<file path="config.mk">
export PLATFORM = sky130hd
export DESIGN_NAME = mult_sequencer
export DESIGN_NICKNAME = d
export VERILOG_FILES = /design/src/rtl/mult_seq_pkg.sv /design/src/rtl/mult_iter_counter.sv /design/src/rtl/mult_sequencer.sv
export SDC_FILE = /design/constraint.sdc
export NUM_CORES = 1
export LEC_CHECK = 0
export ABC_AREA = 0
export CORE_AREA = 2 2 39 41
export CTS_CLUSTER_SIZE = 30
export DETAILED_ROUTE_END_ITERATION = 8
export DIE_AREA = 0 0 41 43
export GPL_ROUTABILITY_DRIVEN = 0
export PLACE_DENSITY = 0.65
export SLEW_MARGIN = 25
export SYNTH_ARGS = -nofsm -noshare
export SYNTH_HDL_FRONTEND = slang
export SYNTH_SLANG_ARGS = --single-unit
</file>
<file path="constraint.sdc">
create_clock -name clk -period 1.8 [get_ports clk]
set_clock_uncertainty 0.1 [all_clocks]
set_input_delay 0.45 -clock clk [delete_from_list [all_inputs] [get_ports clk]]
set_output_delay 0.45 -clock clk [all_outputs]
set_load 0.005 [all_outputs]
</file>
<file path="src/rtl/mult_seq_pkg.sv">
// mult_seq_pkg: shared state encoding, default width and Booth decode constants for mult_sequencer.
package mult_seq_pkg;
  typedef enum logic [2:0] {IDLE, LOAD, EVAL, SHIFT, DONE} state_t;
  localparam int WIDTH_DEF = 8;
  localparam logic [1:0] BOOTH_SUB = 2'b10;
  localparam logic [1:0] BOOTH_ADD = 2'b01;
endpackage

</file>
<file path="src/rtl/mult_iter_counter.sv">
// mult_iter_counter: iteration counter with clear, increment and terminal count at WIDTH-1.
module mult_iter_counter import mult_seq_pkg::*; #(
  parameter int WIDTH = WIDTH_DEF,
  parameter int CW = $clog2(WIDTH + 1)
) (
  input  logic clk,
  input  logic rst_n,
  input  logic clr,
  input  logic inc,
  output logic tc
);
  logic [CW-1:0] cnt;
  always_ff @(posedge clk or negedge rst_n)
    if (!rst_n) cnt <= '0;
    else if (clr) cnt <= '0;
    else if (inc) cnt <= cnt + 1'b1;
  assign tc = cnt == CW'(WIDTH - 1);
endmodule

</file>
<file path="src/rtl/mult_sequencer.sv">
// mult_sequencer: control FSM for the shift-add multiplier datapath.
// Define MULT_SEQ_BOOTH_EN for signed radix-2 Booth operation (adds q_m1, sub, asr).
module mult_sequencer import mult_seq_pkg::*; #(
  parameter int WIDTH = WIDTH_DEF
) (
  input  logic clk,
  input  logic rst_n,
  input  logic clr,
  input  logic start,
  input  logic q0,
`ifdef MULT_SEQ_BOOTH_EN
  input  logic q_m1,
  output logic sub,
  output logic asr,
`endif
  output logic ldm,
  output logic ldq,
  output logic clr_a,
  output logic lda,
  output logic sr,
  output logic busy,
  output logic done
);
  localparam int CW = $clog2(WIDTH + 1);
  state_t state, nxt;
  logic ld, eval, tc;
  mult_iter_counter #(.WIDTH(WIDTH), .CW(CW)) u_cnt (
    .clk(clk),
    .rst_n(rst_n),
    .clr(clr || state == LOAD),
    .inc(state == SHIFT),
    .tc(tc)
  );
  always_comb
    nxt = clr ? IDLE :
          state == IDLE  ? (start ? LOAD : IDLE) :
          state == LOAD  ? EVAL :
          state == EVAL  ? SHIFT :
          state == SHIFT ? (tc ? DONE : EVAL) : IDLE;
  // outputs are registered from the next state so they line up with the state they decode
  always_ff @(posedge clk or negedge rst_n)
    if (!rst_n) begin
      state <= IDLE;
      ld    <= 1'b0;
      eval  <= 1'b0;
      sr    <= 1'b0;
      busy  <= 1'b0;
      done  <= 1'b0;
    end else begin
      state <= nxt;
      ld    <= nxt == LOAD;
      eval  <= nxt == EVAL;
      sr    <= nxt == SHIFT;
      busy  <= nxt == LOAD || nxt == EVAL || nxt == SHIFT;
      done  <= nxt == DONE;
    end
  assign ldm   = ld;
  assign ldq   = ld;
  assign clr_a = ld;
`ifdef MULT_SEQ_BOOTH_EN
  assign lda = eval && ({q0, q_m1} == BOOTH_SUB || {q0, q_m1} == BOOTH_ADD);
  assign sub = eval && {q0, q_m1} == BOOTH_SUB;
  assign asr = sr;
`else
  assign lda = eval && q0;
`endif
endmodule

</file>
==> out/qor.yml, run 1 <==
start_kind: "primary input"
coreArea_um2: 1380
grt_overflow: 0
tightest_slew_ns: 0.527
wirelength_um: 947
diodes: 0
status: "completed"
syn_inst: 50
synth_area_leaders: "dfrtp_1, buf_4, a21oi_1, nand3_1, nand2_1"
synth.distinct_cells: 24
synthArstFlopShare: 1.00
grt_pass1_wl_mm: 1.61
layout-drive-gt1-share: 0.115
final_area_um2: 679
drc: 0
postLayoutSetupSlackWorst_ns: 0.0576
r2r_cells: 3
synth_most_common_cell: "dfrtp_1"
vias: 412
clk_path_buf_depth: 2
start_util: 0.392
irDropWorstVdd_uv: 286
max_cap_viol_count: 0
syn_avg_cell_area_um2: 10.9
synth_ff_type: "dfrtp_1"
cts.sinks: 12
drv_slew: 0
drt-initial-drc-count: 5
r2r_end: "u_cnt.cnt[3]"
crit_type: "in2out"
rrSetupSlack_ns: 0.33
antenna_found_initial: 0
cts_resized: 1
dp_hpwl_um: 705
endpoint_kind: "output pin"
wl_per_cell_um: 12.3
max_freq_ghz: 0.574
die_area_um2: 1760
num_rows: 14
grt_max_degree: 13
clk_pin_slew_worst_paths_ns: 0.07
p_leak_uw: 0.000306
cp_data_arrival_time_ns: 1.19
finalSetupViolations: 0
finalCritPeriodShare: 0.968
ys_top_cells_by_count: "dfrtp_1, nand2_1"
fin_nets: 69
die_h_um: 43
tns_ns: 0
synth_top_area_cell: "dfrtp_1"
cts_hold_buf: 0
crit_fanout: 1
place.port_buffers: 11
area_delta_synth_final_pct: 25.1
hold_viol_final: 0
worstPathRequired_ns: 1.25
tritoncts: "done"
clock_latency_ns: 0.26
seq_area_frac_synth: 0.553
die_x_um: 41
hp-class: "in2async"
synth_top_area_frac: 0.553
netlist_area_um2: 543
relSlewSlack: 0.648
cts_max_level: 1
grt_pass1_vias: 369
antenna_left: 0
syn-num-nets: 56
io_pins: 12
grt_usage: 0.140
ys_seq_elements: 12
min_period_ns: 1.74
rsz0062_at_grt: "no"
cts_buffers: 3
via_per_inst: 5.35
cts_root_buffer: "clkbuf_4"
drt_pre_antenna_iters: 4
place_area_um2: 657
dp_slack_ns: -0.243
yosysWarnings: 0
postCtsSetupRepairBufs: 0
r2r_start: "state[2]"
synth_edf_count: 0
powerDensity_nw_per_um2: 739
logic make-up after synthesis:
family                   Yosys count  synth area share
AO/OA/AOI/OAI                      7            0.0760
adder cells (fa/ha/maj)            1            0.0230
buffers and inverters              5            0.0576
flip-flops                        12             0.553
AND/OR/NAND/NOR                   25             0.290
worst max-delay path by stage:
stage,start,end,slack (ns),depth (start not counted)
after floorplan,state[2],u_cnt.cnt[3],0.42,3
after global routing,q0,lda,0.02,3
after detailed placement,q0,lda,-0.24,3
final,q0,lda,0.06,3
after global placement,q0,lda,-0.24,3
after CTS,q0,lda,0.03,3
layout make-up:
type	instances	area, µm²
multi-input cells	33	211
clock buffers	3	22.5
repair buffers	13	125
well taps	16	20.0
fillers	148	704
flip-flops and latches	12	300
layer usage:
metal | routed length, µm | share of wire | vias up | global-route usage
met5 | 0 | 0 | - | 0
met4 | 11 | 0.012 | 0 | 0.100
met3 | 56 | 0.059 | 2 | 0.0314
met2 | 441 | 0.47 | 12 | 0.194
met1 | 438 | 0.46 | 199 | 0.183
li1 | - | - | 199 | -
critical path, cell delays in order:
cell             delay, ns
clkdlybuf4s50_1       0.44
and2_1                0.11
clkdlybuf4s15_1       0.19
stage by stage:
step | hold WS (ns) | util | power, µW | instances
floorplan | 0.0544 | - | 321 | 50
global placement | 0.428 | 0.475 | 352 | 74
detailed placement | 0.445 | 0.475 | 353 | 74
CTS | 0.450 | 0.490 | 511 | 77
global route | 0.478 | 0.491 | 528 | 77
finish | 0.427 | 0.491 | 502 | 77
cell usage in the layout, fill, tap and decap left out:
cell type / count
dfrtp_1: 12
clkdlybuf4s50_1: 10
nand2_1: 4
nor2_1: 3
nand3_1: 3
a21oi_1: 3
clkbuf_4: 3
o21ai_0: 2
nor2b_1: 2
nor3_1: 2
and3_1: 2
buf_4: 2
nand4_1: 1
and3b_1: 1
nor4b_1: 1
o311a_1: 1
and2_1: 1
nand2b_4: 1
and2b_1: 1
or4b_1: 1
a31oi_1: 1
nand3b_1: 1
and4bb_2: 1
ha_1: 1
clkdlybuf4s15_1: 1
state kept, by name, summed over array words and instances (netlist names):
signal / flops
u_cnt.cnt: 4
state: 3
busy: 1
clr_a: 1
done: 1
eval: 1
sr: 1
power breakdown:
part | leakage, µW | switching, µW | internal, µW
Combinational | 0.000130 | 24.4 | 34.1
Sequential | 0.000163 | 9.24 | 279
Clock | 0.0000138 | 77.8 | 77.2
Total | 0.000306 | 111 | 390
(Power assumes the default switching activity.)
==> run 2, diff against run 1 <==
- PLACE_DENSITY: 0.65 -> 0.63
- SYNTH_HIERARCHICAL: unset -> 1
==> out/qor.yml, run 2 <==
status: "completed"
die_x_um: 41
largest_reg_flops: 4
rrSetupSlack_ns: 0.37
finalSetupViolations: 0
num_rows: 14
top_layer_used: "met3"
cts_hold_buf: 0
hold_viol_final: 0
fin_nets: 70
yosysWarnings: 6
min_period_ns: 1.75
hp-class: "in2async"
wl_per_cell_um: 10.4
drc: 0
crit_fanout: 1
grt_max_degree: 13
vias: 376
nFillCells: 143
die_area_um2: 1760
netlist_area_um2: 518
die_h_um: 43
cts_root_buffer: "clkbuf_4"
max_cap_viol_count: 0
p_leak_uw: 0.000315
place.port_buffers: 11
wirelength_um: 810
area_delta_synth_final_pct: 32.4
top_register: "u_cnt/cnt"
tns_ns: 0
synth_area_leaders: "dfrtp_1, nor2_1, nor3_1, buf_4, mux2_4"
ys_seq_elements: 12
powerDensity_nw_per_um2: 734
ys_top_cells_by_count: "dfrtp_1, nor2_1, nor3_1"
r2r_end: "u_cnt/cnt[3]"
cts_buffers: 3
grt_pass1_wl_mm: 1.44
drv_slew: 0
antenna_left: 0
relSlewSlack: 0.813
via_per_inst: 4.82
power.total_uw: 503
finalCritPeriodShare: 0.970
clk_pin_slew_worst_paths_ns: 0.07
syn_avg_cell_area_um2: 11.3
coreArea_um2: 1380
tightest_slew_ns: 0.278
drt_pre_antenna_iters: 2
cts.sinks: 12
drt-initial-drc-count: 4
rsz0062_at_grt: "no"
synth_most_common_cell: "dfrtp_1"
grt_usage: 0.125
syn-num-nets: 52
grt_pass1_vias: 342
start_kind: "primary input"
worstPathRequired_ns: 1.25
wl_met1_um: 355
r2r_cells: 4
cp_data_arrival_time_ns: 1.20
layout-drive-gt1-share: 0.161
synth_top_area_cell: "dfrtp_1"
synth_ff_type: "dfrtp_1"
cts_max_level: 1
clk_path_buf_depth: 2
antenna_found_initial: 0
grt_overflow: 0
synth.distinct_cells: 23
syn_inst: 46
top_regs: "u_cnt/cnt: 4 flops, state: 3 flops"
final_cell_mix: "dfrtp_1, clkdlybuf4s50_1, nor2_1"
io_pins: 12
dp_hpwl_um: 649
r2r_start: "state[2]"
final_common_cell: "dfrtp_1"
clock_latency_ns: 0.26
wl_met2_um: 404
postCtsSetupRepairBufs: 0
max_freq_ghz: 0.573
wl_met3_um: 49
tritoncts: "done"
diodes: 0
irDropWorstVdd_uv: 411
seq_area_frac_synth: 0.580
crit_type: "in2out"
endpoint_kind: "output pin"
start_util: 0.374
synth_edf_count: 0
synth_top_area_frac: 0.580
synthArstFlopShare: 1.00
run 2: cell count changes in the layout (fill, tap and decap cells not counted), sizes merged, moves of 2 or more:
cell   change
buf        +2
nor4       +2
o21ai      -2
a21oi      -2
nor3       +2
nand2      -2
nor2       +3
nand3      -3
run 2: cells by family (layout without fill, tap and decap cells):
family | Yosys count | count (layout) | synth area share
simple gates | 23 | 23 | 0.237
xor+xnor | 1 | 1 | 0.0169
fa+ha+maj | 1 | 1 | 0.0242
flops | 12 | 12 | 0.580
mux | 2 | 2 | 0.0483
compound gates | 4 | 4 | 0.0580
buf+inv | 3 | 19 | 0.0362
run 2: critical path, stage by stage:
cell             delay, ns
clkdlybuf4s50_1       0.45
and2_1                0.11
clkdlybuf4s15_1       0.19
run 2: area by class of cell:
class                           count  area, µm²  share of cell area
Multi-Input combinational cell     31        199               0.290
Inverter                            1       3.75             0.00547
Clock buffer                        3       22.5              0.0328
Timing Repair Buffer               15        140               0.204
Tap cell                           16       20.0              0.0292
Sequential cell                    12        300               0.438
run 2: how the worst max path moves through the flow:
stage,start,end,slack (ns),depth (start not counted)
after CTS,q0,lda,0.02,3
final,q0,lda,0.05,3
after global placement,q0,lda,-0.24,3
after detailed placement,q0,lda,-0.24,3
after global routing,q0,lda,0.003,3
after floorplan,state[2],u_cnt/cnt[3],0.28,4
run 2: report_power, final:
part	leakage, µW	total [µW]	switching (µW)	internal (µW)
registers	0.000163	287	8.19	279
logic	0.000139	61.4	25.6	35.8
clock network	0.0000138	154	77.2	77.2
total	0.000315	503	111	392
run 2: routing by layer:
| metal | vias to the layer above | track usage |
|---|---|---|
| met5 | - | 0 |
| met4 | 0 | 0.100 |
| met3 | 0 | 0.0314 |
| met2 | 10 | 0.172 |
| met1 | 177 | 0.159 |
| li1 | 189 | - |
run 2: metrics by stage:
stage | instance area, µm² | instances | setup WS [ns] | hold WS (ns) | utilization
after global placement | 663 | 75 | -0.242 | 0.379 | 0.479
after global routing | 686 | 78 | 0.00346 | 0.408 | 0.495
after detailed placement | 663 | 75 | -0.242 | 0.390 | 0.479
after CTS | 684 | 78 | 0.0218 | 0.381 | 0.495
after floorplan | 518 | 46 | 0.280 | 0.0544 | -
final | 686 | 78 | 0.0544 | 0.382 | 0.495
run 2: repair_timing:
action / 4_1_cts / 5_1_grt
gates cloned: 0 / 0
setup endpoints to repair: 1 / 1
resized for setup: 1 / 1
